===== src/rtl/fetch_pkg.sv =====
// Shared types and default widths for the instruction fetch stage.
package fetch_pkg;

  localparam int FETCH_ADDR_WIDTH = 16;
  localparam int FETCH_DATA_WIDTH = 32;

  typedef struct packed {
    logic [FETCH_ADDR_WIDTH-1:0] pc;
    logic [FETCH_DATA_WIDTH-1:0] instr;
  } fetch_entry_t;

endpackage


===== src/rtl/fetch_fifo.sv =====
// Circular prefetch buffer of fetch entries; flush empties it and wins over push/pop.
module fetch_fifo
  import fetch_pkg::*;
#(
  parameter int DEPTH = 2,
  localparam int CNT_W = $clog2(DEPTH + 1)
) (
  input  logic             clk,
  input  logic             rst_n,
  input  logic             flush,
  input  logic             push,
  input  fetch_entry_t     push_entry,
  input  logic             pop,
  output fetch_entry_t     head_entry,
  output logic             full,
  output logic             empty,
  output logic [CNT_W-1:0] count
);

  localparam int PTR_W = (DEPTH > 1) ? $clog2(DEPTH) : 1;

  fetch_entry_t           mem_q [DEPTH];
  logic [PTR_W-1:0]       head_p0;
  logic [PTR_W-1:0]       tail_p0;
  logic [CNT_W-1:0]       count_p0;

  function automatic logic [PTR_W-1:0] ptr_inc(input logic [PTR_W-1:0] p);
    return (p == PTR_W'(DEPTH - 1)) ? '0 : p + PTR_W'(1);
  endfunction

  // Storage carries data only, so it is not reset.
  always_ff @(posedge clk) begin
    if (push && !flush) mem_q[tail_p0] <= push_entry;
  end

  always_ff @(posedge clk) begin
    if (!rst_n || flush) begin
      head_p0  <= '0;
      tail_p0  <= '0;
      count_p0 <= '0;
    end else begin
      if (push) tail_p0 <= ptr_inc(tail_p0);
      if (pop)  head_p0 <= ptr_inc(head_p0);
      case ({push, pop})
        2'b10:   count_p0 <= count_p0 + CNT_W'(1);
        2'b01:   count_p0 <= count_p0 - CNT_W'(1);
        default: count_p0 <= count_p0;
      endcase
    end
  end

  assign head_entry = mem_q[head_p0];
  assign count      = count_p0;
  assign full       = (count_p0 == CNT_W'(DEPTH));
  assign empty      = (count_p0 == '0);

endmodule


===== src/rtl/fetch_unit.sv =====
// Instruction fetch: PC, memory read issue and prefetch buffer glue.
// Optional FETCH_PERF_EN adds saturating stall/redirect counters.
module fetch_unit
  import fetch_pkg::*;
#(
  parameter int                    ADDR_WIDTH = FETCH_ADDR_WIDTH,
  parameter int                    DATA_WIDTH = FETCH_DATA_WIDTH,
  parameter int                    DEPTH      = 2,
  parameter logic [ADDR_WIDTH-1:0] RESET_PC   = '0
) (
  input  logic                  clk,
  input  logic                  rst_n,
  input  logic                  mem_grant,
  output logic [ADDR_WIDTH-1:0] mem_addr,
  output logic                  mem_rd,
  output logic                  mem_wr,
  output logic                  mem_en,
  input  logic [DATA_WIDTH-1:0] mem_rdata,
  input  logic                  redirect,
  input  logic [ADDR_WIDTH-1:0] redirect_pc,
  output logic                  out_valid,
  input  logic                  out_ready,
  output logic [ADDR_WIDTH-1:0] out_pc,
  output logic [DATA_WIDTH-1:0] out_instr
`ifdef FETCH_PERF_EN
  ,
  output logic [31:0]           stall_cycles,
  output logic [31:0]           redirect_count
`endif
);

  localparam int CNT_W = $clog2(DEPTH + 1);

  logic [ADDR_WIDTH-1:0] pc_p0;
  fetch_entry_t          push_entry;
  fetch_entry_t          head_entry;
  logic                  full;
  logic                  empty;
  logic [CNT_W-1:0]      count;
  logic                  pop;
  logic                  issue;

  // A redirect hides the buffer head and blocks issue in the same cycle.
  assign out_valid = ~empty & ~redirect;
  assign pop       = out_valid & out_ready;
  assign issue     = rst_n & mem_grant & ~redirect & (~full | pop);

  assign mem_rd   = issue;
  assign mem_en   = issue;
  assign mem_wr   = 1'b0;
  assign mem_addr = pc_p0;

  assign push_entry = '{pc: pc_p0, instr: mem_rdata};
  assign out_pc     = head_entry.pc;
  assign out_instr  = head_entry.instr;

  always_ff @(posedge clk) begin
    if (!rst_n)        pc_p0 <= RESET_PC;
    else if (redirect) pc_p0 <= redirect_pc;
    else if (issue)    pc_p0 <= pc_p0 + ADDR_WIDTH'(1);
  end

  fetch_fifo #(.DEPTH(DEPTH)) u_fifo (
    .clk        (clk),
    .rst_n      (rst_n),
    .flush      (redirect),
    .push       (issue),
    .push_entry (push_entry),
    .pop        (pop),
    .head_entry (head_entry),
    .full       (full),
    .empty      (empty),
    .count      (count)
  );

  a_empty_cnt: assert property (@(posedge clk) disable iff (!rst_n) empty == (count == '0));
  a_full_cnt:  assert property (@(posedge clk) disable iff (!rst_n) full == (count == CNT_W'(DEPTH)));

`ifdef FETCH_PERF_EN
  function automatic logic [31:0] sat_inc(input logic [31:0] v);
    return (v == '1) ? v : v + 32'd1;
  endfunction

  always_ff @(posedge clk) begin
    if (!rst_n) begin
      stall_cycles   <= '0;
      redirect_count <= '0;
    end else begin
      if (!out_valid) stall_cycles   <= sat_inc(stall_cycles);
      if (redirect)   redirect_count <= sat_inc(redirect_count);
    end
  end
`endif

endmodule


===== config.mk =====
export PLATFORM = sky130hd
export DESIGN_NAME = fetch_unit
export DESIGN_NICKNAME = d
export VERILOG_FILES = /design/src/rtl/fetch_pkg.sv /design/src/rtl/fetch_fifo.sv /design/src/rtl/fetch_unit.sv
export SDC_FILE = /design/constraint.sdc
export NUM_CORES = 1
export LEC_CHECK = 0
export ABC_AREA = 1
export ABC_CLOCK_PERIOD_IN_PS = 10200
export BUFFER_PORTS_ARGS = -buffer_cell sky130_fd_sc_hd__buf_2
export CAP_MARGIN = 0
export CORE_MARGIN = 2
export CORE_UTILIZATION = 55
export CTS_CLUSTER_SIZE = 24
export DETAILED_ROUTE_END_ITERATION = 10
export PLACE_DENSITY = 0.81
export RECOVER_POWER = 50
export SLEW_MARGIN = 0
export SYNTH_ARGS = -nofsm -noshare
export SYNTH_HDL_FRONTEND = slang
export SYNTH_SLANG_ARGS = --single-unit

===== constraint.sdc =====
create_clock -name clk -period 10.2 [get_ports clk]
set_input_delay 2.04 -clock clk [delete_from_list [all_inputs] [get_ports clk]]
set_output_delay 2.04 -clock clk [all_outputs]
set_load 0.01 [all_outputs]

; ---- Word level (Yosys, flattened, before mapping)
; Memory sizes are Yosys's and may differ from the RTL's. A register that Yosys moved wholly into a read port is not among the register bits.
; Cells that the tools add are included.
[word_totals]
regBits = 20
latch_bits = 0
ram_bits = 96
rom_bits = 0
inputBits = 53
output_inout_bits = 68
wordCells = 38
memories = 1
[classes]
n_addsub = 5
n_mul = 0
n_div = 0
magnitude_cmp = 0
n_eq_ne = 3
shift = 0
n_mux = 9
n_bitwise = 9
n_reduce_logical = 7
[mem_list]
columns = name, words, width, rd, rd_ports_with_merged_regs, wr, line
row1 = u_fifo.mem_q, 2, 48, 1, 1, 1, fetch_fifo.sv:22  ; fetch_entry_t mem_q [DEPTH];
[op_table]
columns = operator, count
row1 = $mux W16, 2
row2 = $add A16 B1 Y16 const B, 1
row3 = $mux W1, 6
row4 = $and A1 B1 Y1, 5
row5 = $eq A2 B2 Y1 const B, 2
row6 = $pmux W2 S2, 1
row7 = $reduce_bool A2 Y1, 2
row8 = $not A1 Y1, 3
row9 = $add A1 B1 Y1 const B, 2
row10 = $add A2 B1 Y2 const B, 1
row11 = $eq A2 B1 Y1 const B, 1
row12 = $logic_not A1 Y1, 2
row13 = $logic_not A2 Y1, 1
row14 = $sub A2 B1 Y2 const B, 1
row15 = $logic_and A1 B1 Y1, 1
row16 = $logic_or A1 B1 Y1, 1
row17 = $or A1 B1 Y1, 1

; ---- Depth between registers and ports, before layout
[logic_depth]
depth_word = 9
depth_mapped = 12

; ---- Modules after synthesis
; From an unflattened synthesis, not the netlist that was laid out.
[hier_totals]
hier_cells = 379
hier_area_um2 = 5043.6
[modules_own_cells]
columns = mod, n_inst, cells_each, area_each_um2, seq_area_each_um2
row1 = fetch_fifo, 1, 184, 3782.4, 2982.9
row2 = fetch_unit, 1, 195, 1261.2, 320.3

; ---- Worst setup path before layout
; No wires, ideal clock.
[synth_timing]
path_type = input port to flip-flop
startpoint = input port redirect
endpoint = memory u_fifo.mem_q[1][0] (netlist name) (enable)
setup_time_ns = 0.454
arrival_ns = 4.703
path_slack_ns = 5.043
stages = 7
path_cell_list = buf_4 > inv_4 > nand3_4 > nand2_2 > nand2_4 > buf_6 > nor2_1
[synth_between]
elab_chain_cells = 8
word_cells_on_any_way = 10
cone_classes = mux: 2 / bitwise: 6 / reduce/logical: 2
[synth_rtl]
columns = item, line
row1 = from (decl), fetch_unit.sv:19  ; input logic redirect,
row2 = $not A1 Y1, "fetch_unit.sv:44, fetch_unit.sv:46"
row3 = $and A1 B1 Y1, fetch_unit.sv:44  ; assign out_valid = ~empty & ~redirect;
row4 = $and A1 B1 Y1, fetch_unit.sv:45  ; assign pop = out_valid & out_ready;
row5 = $or A1 B1 Y1, fetch_unit.sv:46  ; assign issue = rst_n & mem_grant & ~redirect & (~full | pop);
row6 = $and A1 B1 Y1, fetch_unit.sv:46
row7 = $logic_and A1 B1 Y1 (*), fetch_fifo.sv:33  ; if (push && !flush) mem_q[tail_p0] <= push_entry;
row8 = $mux W1 (*), fetch_fifo.sv:33
row9 = $mux W1 (implied by the code) (*), fetch_fifo.sv:33
row10 = to (decl), fetch_fifo.sv:22
; Mark *: on every way between the ends. The rest lies on a longest branch, timed or not.

; ---- Final worst setup path
[layout_timing]
startpoint = input port redirect
endpoint = output port mem_rd
[layout_between]
elab_chain_cells = 5
word_cells_on_any_way = 6
cone_classes = bitwise: 6
[layout_rtl]
columns = item, line
row1 = $not A1 Y1 (*), "fetch_unit.sv:44, fetch_unit.sv:46"
row2 = $and A1 B1 Y1, fetch_unit.sv:44
row3 = $and A1 B1 Y1, fetch_unit.sv:45
row4 = $or A1 B1 Y1, fetch_unit.sv:46
row5 = $and A1 B1 Y1 (*), fetch_unit.sv:46
row6 = to (decl), fetch_unit.sv:15  ; output logic mem_rd,
; Marked as above.

==> results.md <==
* HPWL Detailed at 6080 microns
* Lkg Pwr at 2.30 nW
* Violated checks: max-capacitance violations, max-slew violations
* Worst Setup Start Kind: primary input
* Synthesized netlist net count at 423
* First-pass GRT wire length at 14,800 microns
* Vias in the first global route at 3,092
* Final Max Tran Viols at 49
* Largest net degree at the start of global routing at 49
* Final RePlAce weighted congestion at 0.892
* Overall global routing resource usage at 0.199
* Initial antenna violation count at 0
* Rows at 34
* CP max stage cell: clkinvlp_2
* Maxcap violations at 1
* Grt total ovfl at 0
* Peak Freq at roughly 160 MHz
* Cts repair resizes at 0
* Switching Share at 0.223
* Cell chain of the critical path: clkbuf_1 > clkinvlp_2 > nand3_1 > a21boi_2 > buf_2
* Clk root buf: clkbuf_8
* YS warnings at 0
* Post-synth top flop: edfxtp_1
* Synth async-reset ratio at 0
* Vias at 3,200
* Slowest stage delay, CP at 0.70 ns
* Total of fill cells in the finished design at 640
* Fin. Hold Viols at 0
* Clock Sinks at 117
* Antenna diode count at 0
* Die X-Extent at 97.9 microns
* Sequential fraction of the synthesis area at 0.681
* Hold_buf cts at 0
* # IOs at approximately 120
* Mapped cell area at 4850 sq um
* Yosys reg bits at about 120
* Sw Pwr at ~0.25 mW
* Sequential cell area at 3300 sq um
* Final worst path period share at 0.611
* Placed insts at 583
* Die height at a little under 100 microns
* Final setup vio count at 0
* Register-to-Register Path Depth at 7
* Unrepaired setup endpoints after global routing: false
* Post-Syn Instances at 368
* Routed WL at between 9000 and 10,000 microns
* Crit Path Class: primary input to output pin
* Remaining antenna violation count after routing at 0
* Drt wl/cell at 15.2 microns
* Worst Skew at ~0.0093 ns
* Floorplan Core Area at 8640 sq um
* CTS tree: built
* Power Dens Cells at 188 nW/um^2
* Worst setup EP type: output pin
* Post-CTS setup buffers at 0
* Clock power share at 0.472
* Area of the multi-input gates at 1340 sq um
* Worst Tran Pin Value at 2.81 ns
* Reg clk slew, reported paths at around 0.060 ns
* Peak supply drop at about 0.11 mV
* P&R area growth vs syn at 23.5%
* Status: finished, violations left
* Share of layout cells above drive strength 1 at 0.347
* Post-route DRC at 0
* CTS Buffer Depth at 2
* Synth unique cells at 34
* Post-synth EDFFs at 96
* Number of vias per cell at 5.20
* Critical Path AT at about 4.2 ns
* Final nets at between 500 and 600
* Critical path peak fanout at 18
* Comb pwr share at 0.049
* Starting density of the core at 0.561
* Sequential share of power at 0.479
* Hold crit path type: flop to flop
* TritonCTS Buffers at 17
* Initial DRC count at 129
* Int Pwr at about 0.9 mW
* Synthesized area per cell at 13.2 sq um
* Die footprint at 9580 sq um
* Max_slew headroom at -0.871
* Detailed Routing Iterations Pass 1 at 5
* Power, Total at about 1.1 mW
* Skew-Pair Late Insertion Delay at 0.50 ns
* WP data required at 8.16 ns
* Hold depth at 2
* H-tree levels at 4
* Crit path time final at 6.23 ns
* I/O Buffers at 119
* TNS Setup at 0 ns
* Flop2flop setup slack at 6.34 ns
* Final Non-Filler Cells at 615
state kept, by name (all words and copies together) (netlist names), named ones only:
name / count
u_fifo.mem_q: 96
mem_addr: 16
u_fifo.count: 2
u_fifo.head_p0: 1
u_fifo.tail_p0: 1
placed cells by master, fill, tap and decap left out, types with 14 or more instances in the layout:
| cell type | synthesis | final |
|---|---|---|
| nand2_1 | 64 | 65 |
| nor2_1 | 23 | 22 |
| a21oi_1 | 14 | 14 |
| clkbuf_1 | 3 | 36 |
| clkbuf_16 | 0 | 16 |
| buf_2 | 4 | 84 |
| nand3_1 | 32 | 33 |
| edfxtp_1 | 96 | 96 |
| dfxtp_1 | 21 | 20 |
| inv_1 | 24 | 23 |
| mux2_2 | 48 | 48 |
stage by stage:
step	setup WS [ns]	instance area [sq um]	util	hold slack [ns]
floorplan	5.04	4850	-	0.443
global placement	4.81	5510	0.638	0.453
detailed placement	4.80	5510	0.638	0.466
CTS	4.80	6060	0.701	0.475
global route	3.69	5990	0.693	0.483
finish	3.97	5990	0.693	0.473
cells by family (layout without fill, tap and decap cells):
family / after synthesis / count (layout) / share of synthesized area
adders and majority gates: 2 / 2 / 0.00516
xor gates and xnor gates: 7 / 7 / 0.0126
muxes: 49 / 49 / 0.114
buffers and inverters: 40 / 179 / 0.0395
other: 1 / 1 / 0.000773
AOI/OAI and AO/OA: 22 / 22 / 0.0263
DFF: 117 / 117 / 0.681
and+or+nand+nor: 130 / 130 / 0.121
metal layers:
| layer | GRT usage | vias to the layer above | wire length, microns |
|---|---|---|---|
| met2 | 0.315 | 120 | 4550 |
| met4 | 0.0705 | 0 | 59 |
| met3 | 0.0637 | 6 | 624 |
| met5 | 0 | - | 0 |
| li1 | - | 1548 | - |
| met1 | 0.260 | 1526 | 4120 |
cell usage after synthesis, types with 2 or more instances:
cell	instances	share of area
buf_2	4	0.0041
buf_4	3	0.0046
clkbuf_1	3	0.0023
buf_6	3	0.0070
edfxtp_1	96	0.59
dfxtp_1	21	0.087
mux2_2	48	0.11
nor2_1	23	0.018
nand2_2	2	0.0026
ha_1	2	0.0052
nand2_1	64	0.050
inv_1	24	0.019
o21ai_0	2	0.0021
a21oi_1	14	0.014
nand2_4	2	0.0046
o21a_1	3	0.0046
nand3_1	32	0.033
xor2_1	6	0.011
path summary, 6_finish.rpt:
check | startpoint | end
setup / recovery | redirect | mem_rd
hold / removal | u_fifo.tail_p0 | u_fifo.tail_p0
setup reg to reg | u_fifo.count[0] | u_fifo.mem_q[1][22]
hold reg to reg | u_fifo.tail_p0 | u_fifo.tail_p0
critical path: cells and delay by family:
family          cells  cell delay, ns
simple gates        1            0.40
buf+inv             3            1.51
compound gates      1            0.23
cell type report:
class,count,share of cell area
Clock buffer,17,0.0692
Clock inverter,15,0.0224
Inverter,27,0.0171
Multi-Input combinational cell,211,0.224
Sequential cell,117,0.552
Tap cell,108,0.0226
Timing Repair Buffer,120,0.0928
power groups by stage:
stage	sequential, mW	clock (mW)	combinational, mW
finish	0.539	0.532	0.0557
global route	0.540	0.564	0.0622
CTS	0.539	0.541	0.0587
detailed placement	0.549	0	0.0582
global placement	0.548	0	0.0566
floorplan	0.548	0	0.0314
Note: power is estimated with default switching activity, not from simulation.
